--- src/rtl/riscv_pipe_ctrl.sv ---
// riscv_pipe_ctrl: stall/flush controller for the 5-stage RV32I pipeline.
//
// Each cycle it decides whether the PC, IF/ID and ID/EX advance, hold or bubble.
// It follows a state machine: INIT after reset, RUN in normal operation, and
// DROP while a wrong-path fetch is still in flight. It also keeps saturating
// stall and redirect counters.
//
// Ports:
//   i_clk, i_rstn             clock, asynchronous active-low reset
//   i_id_rs1/rs2, i_id_use_*  source registers of the instruction in ID
//   i_ex_rd, i_ex_is_load     destination register and load flag of the EX instruction
//   i_ex_redirect             taken branch or jump resolved in EX
//   i_imem_ack                fetch data valid this cycle
//   i_dmem_busy               data memory not ready; the whole pipeline freezes
//   i_cnt_clr                 synchronous clear of both counters
//   o_pc_stall, o_id_stall, o_id_flush, o_ex_stall, o_ex_flush, o_pc_redirect
//                             zero-latency combinational pipeline controls
//   o_stall_cnt, o_redirect_cnt   saturating performance counters
module riscv_pipe_ctrl #(
    parameter int unsigned XLEN     = 32,
    parameter int unsigned INIT_CYC = 2
) (
    input  logic            i_clk,
    input  logic            i_rstn,
    input  logic [4:0]      i_id_rs1,
    input  logic [4:0]      i_id_rs2,
    input  logic            i_id_use_rs1,
    input  logic            i_id_use_rs2,
    input  logic [4:0]      i_ex_rd,
    input  logic            i_ex_is_load,
    input  logic            i_ex_redirect,
    input  logic            i_imem_ack,
    input  logic            i_dmem_busy,
    input  logic            i_cnt_clr,
    output logic            o_pc_stall,
    output logic            o_id_stall,
    output logic            o_id_flush,
    output logic            o_ex_stall,
    output logic            o_ex_flush,
    output logic            o_pc_redirect,
    output logic [XLEN-1:0] o_stall_cnt,
    output logic [XLEN-1:0] o_redirect_cnt
);

    localparam int unsigned ICW = 4;

    typedef enum logic [1:0] {
        ST_INIT = 2'd0,
        ST_RUN  = 2'd1,
        ST_DROP = 2'd2
    } state_e;

    state_e            state_q, state_d;
    logic [ICW-1:0]    init_cnt_q, init_cnt_d;
    logic [XLEN-1:0]   stall_cnt_q, stall_cnt_d;
    logic [XLEN-1:0]   redirect_cnt_q, redirect_cnt_d;
    logic              load_use;

    // Load-use hazard: the ID instruction needs a value the EX load has not produced yet
    assign load_use = i_ex_is_load && (i_ex_rd != 5'd0) &&
                      ((i_id_use_rs1 && (i_id_rs1 == i_ex_rd)) ||
                       (i_id_use_rs2 && (i_id_rs2 == i_ex_rd)));

    // State and counter registers
    always_ff @(posedge i_clk or negedge i_rstn) begin
        if (!i_rstn) begin
            state_q        <= ST_INIT;
            init_cnt_q     <= '0;
            stall_cnt_q    <= '0;
            redirect_cnt_q <= '0;
        end else begin
            state_q        <= state_d;
            init_cnt_q     <= init_cnt_d;
            stall_cnt_q    <= stall_cnt_d;
            redirect_cnt_q <= redirect_cnt_d;
        end
    end

    // Next state and pipeline control outputs
    always_comb begin
        state_d       = state_q;
        init_cnt_d    = init_cnt_q;
        o_pc_stall    = 1'b0;
        o_id_stall    = 1'b0;
        o_id_flush    = 1'b0;
        o_ex_stall    = 1'b0;
        o_ex_flush    = 1'b0;
        o_pc_redirect = 1'b0;

        unique case (state_q)
            ST_INIT: begin
                o_pc_stall = 1'b1;
                o_id_flush = 1'b1;
                o_ex_flush = 1'b1;
                if (init_cnt_q == ICW'(INIT_CYC - 1)) begin
                    state_d    = ST_RUN;
                    init_cnt_d = '0;
                end else begin
                    init_cnt_d = ICW'(init_cnt_q + 1'b1);
                end
            end

            ST_RUN: begin
                if (i_dmem_busy) begin
                    // EX is frozen, so a pending redirect re-presents once busy drops
                    o_pc_stall = 1'b1;
                    o_id_stall = 1'b1;
                    o_ex_stall = 1'b1;
                end else if (i_ex_redirect) begin
                    o_pc_redirect = 1'b1;
                    o_id_flush    = 1'b1;
                    o_ex_flush    = 1'b1;
                    // An unanswered fetch is wrong-path and must be discarded on arrival
                    if (!i_imem_ack) begin
                        state_d = ST_DROP;
                    end
                end else if (load_use) begin
                    o_pc_stall = 1'b1;
                    o_id_stall = 1'b1;
                    o_ex_flush = 1'b1;
                end else if (!i_imem_ack) begin
                    o_pc_stall = 1'b1;
                    o_id_flush = 1'b1;
                end
            end

            ST_DROP: begin
                o_pc_stall = 1'b1;
                o_id_flush = 1'b1;
                o_ex_stall = i_dmem_busy;
                if (i_imem_ack) begin
                    state_d = ST_RUN;
                end
            end

            default: begin
                state_d    = ST_INIT;
                init_cnt_d = '0;
            end
        endcase
    end

    // Saturating performance counters; clear wins over increment
    always_comb begin
        stall_cnt_d    = stall_cnt_q;
        redirect_cnt_d = redirect_cnt_q;
        if (i_cnt_clr) begin
            stall_cnt_d    = '0;
            redirect_cnt_d = '0;
        end else begin
            if ((state_q != ST_INIT) && o_pc_stall && (stall_cnt_q != '1)) begin
                stall_cnt_d = stall_cnt_q + XLEN'(1);
            end
            if (o_pc_redirect && (redirect_cnt_q != '1)) begin
                redirect_cnt_d = redirect_cnt_q + XLEN'(1);
            end
        end
    end

    assign o_stall_cnt    = stall_cnt_q;
    assign o_redirect_cnt = redirect_cnt_q;

endmodule
--- config.mk ---
export PLATFORM = sky130hd
export DESIGN_NAME = riscv_pipe_ctrl
export DESIGN_NICKNAME = d
export VERILOG_FILES = /design/src/rtl/riscv_pipe_ctrl.sv
export SDC_FILE = /design/constraint.sdc
export NUM_CORES = 1
export LEC_CHECK = 0
export ABC_AREA = 1
export ABC_CLOCK_PERIOD_IN_PS = 3100
export CORE_MARGIN = 3
export CORE_UTILIZATION = 58
export CTS_CLUSTER_DIAMETER = 200
export CTS_CLUSTER_SIZE = 10
export DETAILED_ROUTE_END_ITERATION = 10
export PLACE_DENSITY = 0.87
export SKIP_CTS_REPAIR_TIMING = 1
export SKIP_LAST_GASP = 1
export SLEW_MARGIN = 20
export SYNTH_ARGS = -nofsm -noshare
export SYNTH_HDL_FRONTEND = slang
export SYNTH_SLANG_ARGS = --single-unit
export TNS_END_PERCENT = 5
--- constraint.sdc ---
create_clock -name i_clk -period 3.1 [get_ports i_clk]
set_input_delay 0.31 -clock i_clk [delete_from_list [all_inputs] [get_ports i_clk]]
set_output_delay 0.31 -clock i_clk [all_outputs]
set_load 0.02 [all_outputs]
==> impl_metrics.py <==
metrics = {
    "outcome": {
        "run_status": "finished with violations",
        "violations": "negative hold slack",
    },
    "global_routing": {
        "met3_usage_pct": 6.24,
        "antenna_found_initial": 0,
        "grt_pass1_vias": 5099,
        "grt_pass1_wl_um": 24900,
        "grt_util_all_layers_pct": 31.1,
        "grt_use_met2_pct": 48.7,
        "top_usage_layer": "met2",
        "overflow": 0,
        "met1_usage_pct": 43.2,
        "grt_max_degree": 46,
    },
    "routing": {
        "wl_um": 15000,
        "drt_iter0_markers": 508,
        "drc": 0,
        "wl_per_cell_um": 15.9,
        "dr.pass1.iters": 6,
        "via_per_inst": 5.67,
        "ant_nets": 0,
        "num_vias": 5361,
    },
    "timing": {
        "fin_crit_ns": 2.95,
        "clock_skew_ns": 0.0109,
        "slew_headroom_pct": 52.6,
        "rsz0062_at_grt": "no",
        "tightest_slew_ns": 0.706,
        "max_freq_mhz": 340,
        "finalSetupViolCount": 0,
        "min_period_over_period_pct": 95.0,
        "finalSetupTns_ns": 0,
        "timing.hold.ws_ns": -0.0302,
        "finalHoldViolations": 25,
        "slew_viol_final": 0,
    },
    "logic_synthesis": {
        "synth_top_area_share_pct": 34.6,
        "async_reset_ff_share_pct": 100,
        "synth.net_count": 780,
        "yosys_warnings": 0,
        "seq_area_frac_synth_pct": 34.6,
        "synth_edf_count": 0,
        "yosys-top-cells-area": "dfrtp_1, nand2_1, nor2_1, inv_1, nand3_1",
        "yosysUniqueCellTypes": 41,
        "synthFlopType": "dfrtp_1",
        "postSynthAreaPerCell_sq_um": 6.78,
        "ys_seq_elements": 70,
        "yosysTopAreaCell": "dfrtp_1",
        "synthesis.area_sq_um": 5070,
        "syn_inst": 748,
    },
    "clock_network": {
        "clkTransAtPathRegs_ns": 0.08,
        "cts_tree": "done",
        "cts_buffers": 9,
        "clock_path_buffers": 2,
        "clock-sinks": 70,
        "htree_levels": 3,
        "clock_latency_ns": 0.36,
        "cts-root-buf": "clkbuf_8",
    },
    "die": {
        "core.rowCount": 33,
        "die_area_sq_um": 9900,
        "coreArea_sq_um": 8340,
        "io_pins": 94,
        "die_w_um": 99.5,
        "initial_core_util_pct": 60.8,
        "die_y_um": 99.5,
    },
    "finish": {
        "final_cell_mix": "nand2_1, nor2_1, clkdlybuf4s50_1",
        "area_growth_pct": 22.8,
        "antennaDiodeCount": 0,
        "final_common_cell": "nand2_1",
        "nets": 868,
        "layout-drive-gt1-share_pct": 6.31,
    },
    "power_and_ir_drop": {
        "power.total_uw": 2810,
        "p_leak_uw": 0.00273,
        "power_density_nw_per_um2": 451,
        "ir_drop_mv": 0.525,
    },
    "placed_design": {
        "detailed_place_hpwl_um": 11200,
        "gp_congestion": 0.980,
        "io_buffers": 93,
    },
    "setup_path": {
        "crit_fanout": 4,
        "arrival_ns": 2.64,
        "crit_type": "flop to primary output",
        "crit_path_end_kind": "primary output",
        "critPathLaunchType": "flop",
        "worst_ep_required_time_ns": 2.79,
    },
    "flow_run": {
        "drv_cap": 0,
    },
    "worst_hold_path": {
        "hp-class": "primary input to asynchronous set/reset pin",
    },
}
final cells by class:
cell class	instances	area, sq um
Clock buffer	11	151
Fill cell	697	2120
Clock inverter	4	70.1
Tap cell	105	131
Inverter	82	313
Multi-Input combinational cell	576	2860
Sequential cell	70	1750
Timing Repair Buffer	97	951
cells in the mapped netlist, types with 2 or more instances:
| cell | number |
|---|---|
| a21oi_1 | 6 |
| buf_6 | 9 |
| clkbuf_1 | 8 |
| dfrtp_1 | 70 |
| ha_1 | 8 |
| inv_1 | 76 |
| inv_2 | 3 |
| inv_4 | 2 |
| nand2_1 | 239 |
| nand2_2 | 2 |
| nand2_4 | 2 |
| nand3_1 | 54 |
| nand3_2 | 3 |
| nand3b_1 | 3 |
| nand4_1 | 22 |
| nor2_1 | 116 |
| nor2_2 | 4 |
| nor3_1 | 26 |
| nor3_2 | 3 |
| nor3b_1 | 3 |
| o21ai_0 | 16 |
| o21ai_2 | 7 |
| o31ai_1 | 7 |
| or2_2 | 2 |
| xnor2_1 | 13 |
| xor2_1 | 29 |
kinds of logic after synthesis:
| family | after synthesis | synth area share, % |
|---|---|---|
| adders and majority gates | 8 | 1.97 |
| AOI/OAI and AO/OA | 40 | 4.99 |
| muxes | 1 | 0.197 |
| buffers and inverters | 102 | 9.08 |
| DFF | 70 | 34.6 |
| and+or+nand+nor | 485 | 41.9 |
| xor gates and xnor gates | 42 | 7.26 |
path summary, 6_finish.rpt:
kind                                          startpoint                              to  slack, ns  depth (start not counted)
max                               state_q[1]$_DFFE_PN0P_                      o_id_flush       0.15                          9
min reg2reg                o_redirect_cnt[7]$_DFFE_PN0P_   o_redirect_cnt[7]$_DFFE_PN0P_       0.53                          1
min                                               i_rstn  o_redirect_cnt[31]$_DFFE_PN0P_      -0.03                          1
max in group asynchronous                         i_rstn     o_stall_cnt[19]$_DFFE_PN0P_       2.37                          2
min in group i_clk         o_redirect_cnt[7]$_DFFE_PN0P_   o_redirect_cnt[7]$_DFFE_PN0P_       0.53                          1
max reg2reg                   o_stall_cnt[1]$_DFFE_PN0P_      o_stall_cnt[4]$_DFFE_PN0P_       0.65                         12
state kept, by name, indices dropped and copies added, names as in the netlist:
register / cells
init_cnt_q: 4
o_redirect_cnt: 32
o_stall_cnt: 32
state_q: 2
per-layer routing:
layer  up-vias  share of wire, %
li1       2547                 -
met1      2514                43
met2       276                46
met3        24               9.2
met4         0               1.8
met5         -                 0
power breakdown:
part / total [uW] / internal, uW / switching [uW]
Combinational: 925 / 304 / 621
Sequential: 1030 / 963 / 68.1
Clock: 854 / 490 / 364
metrics by stage:
stage / utilization [%] / cells / cell area, sq um / setup slack, ns
floorplan: - / 748 / 5070 / 1.00
global placement: 72.0 / 930 / 6000 / 0.549
detailed placement: 72.0 / 930 / 6000 / 0.497
CTS: 74.6 / 945 / 6220 / 0.174
global route: 74.6 / 945 / 6220 / 0.00173
finish: 74.6 / 945 / 6220 / 0.155
critical path: stages (launching register included):
cell             delay, ns
dfrtp_1               0.42
inv_1                 0.09
ha_1                  0.19
inv_1                 0.08
nor2_1                0.09
inv_1                 0.07
nor2_1                0.36
inv_1                 0.12
a31oi_1               0.21
clkdlybuf4s50_1       0.63
(Power assumes the default switching activity.)
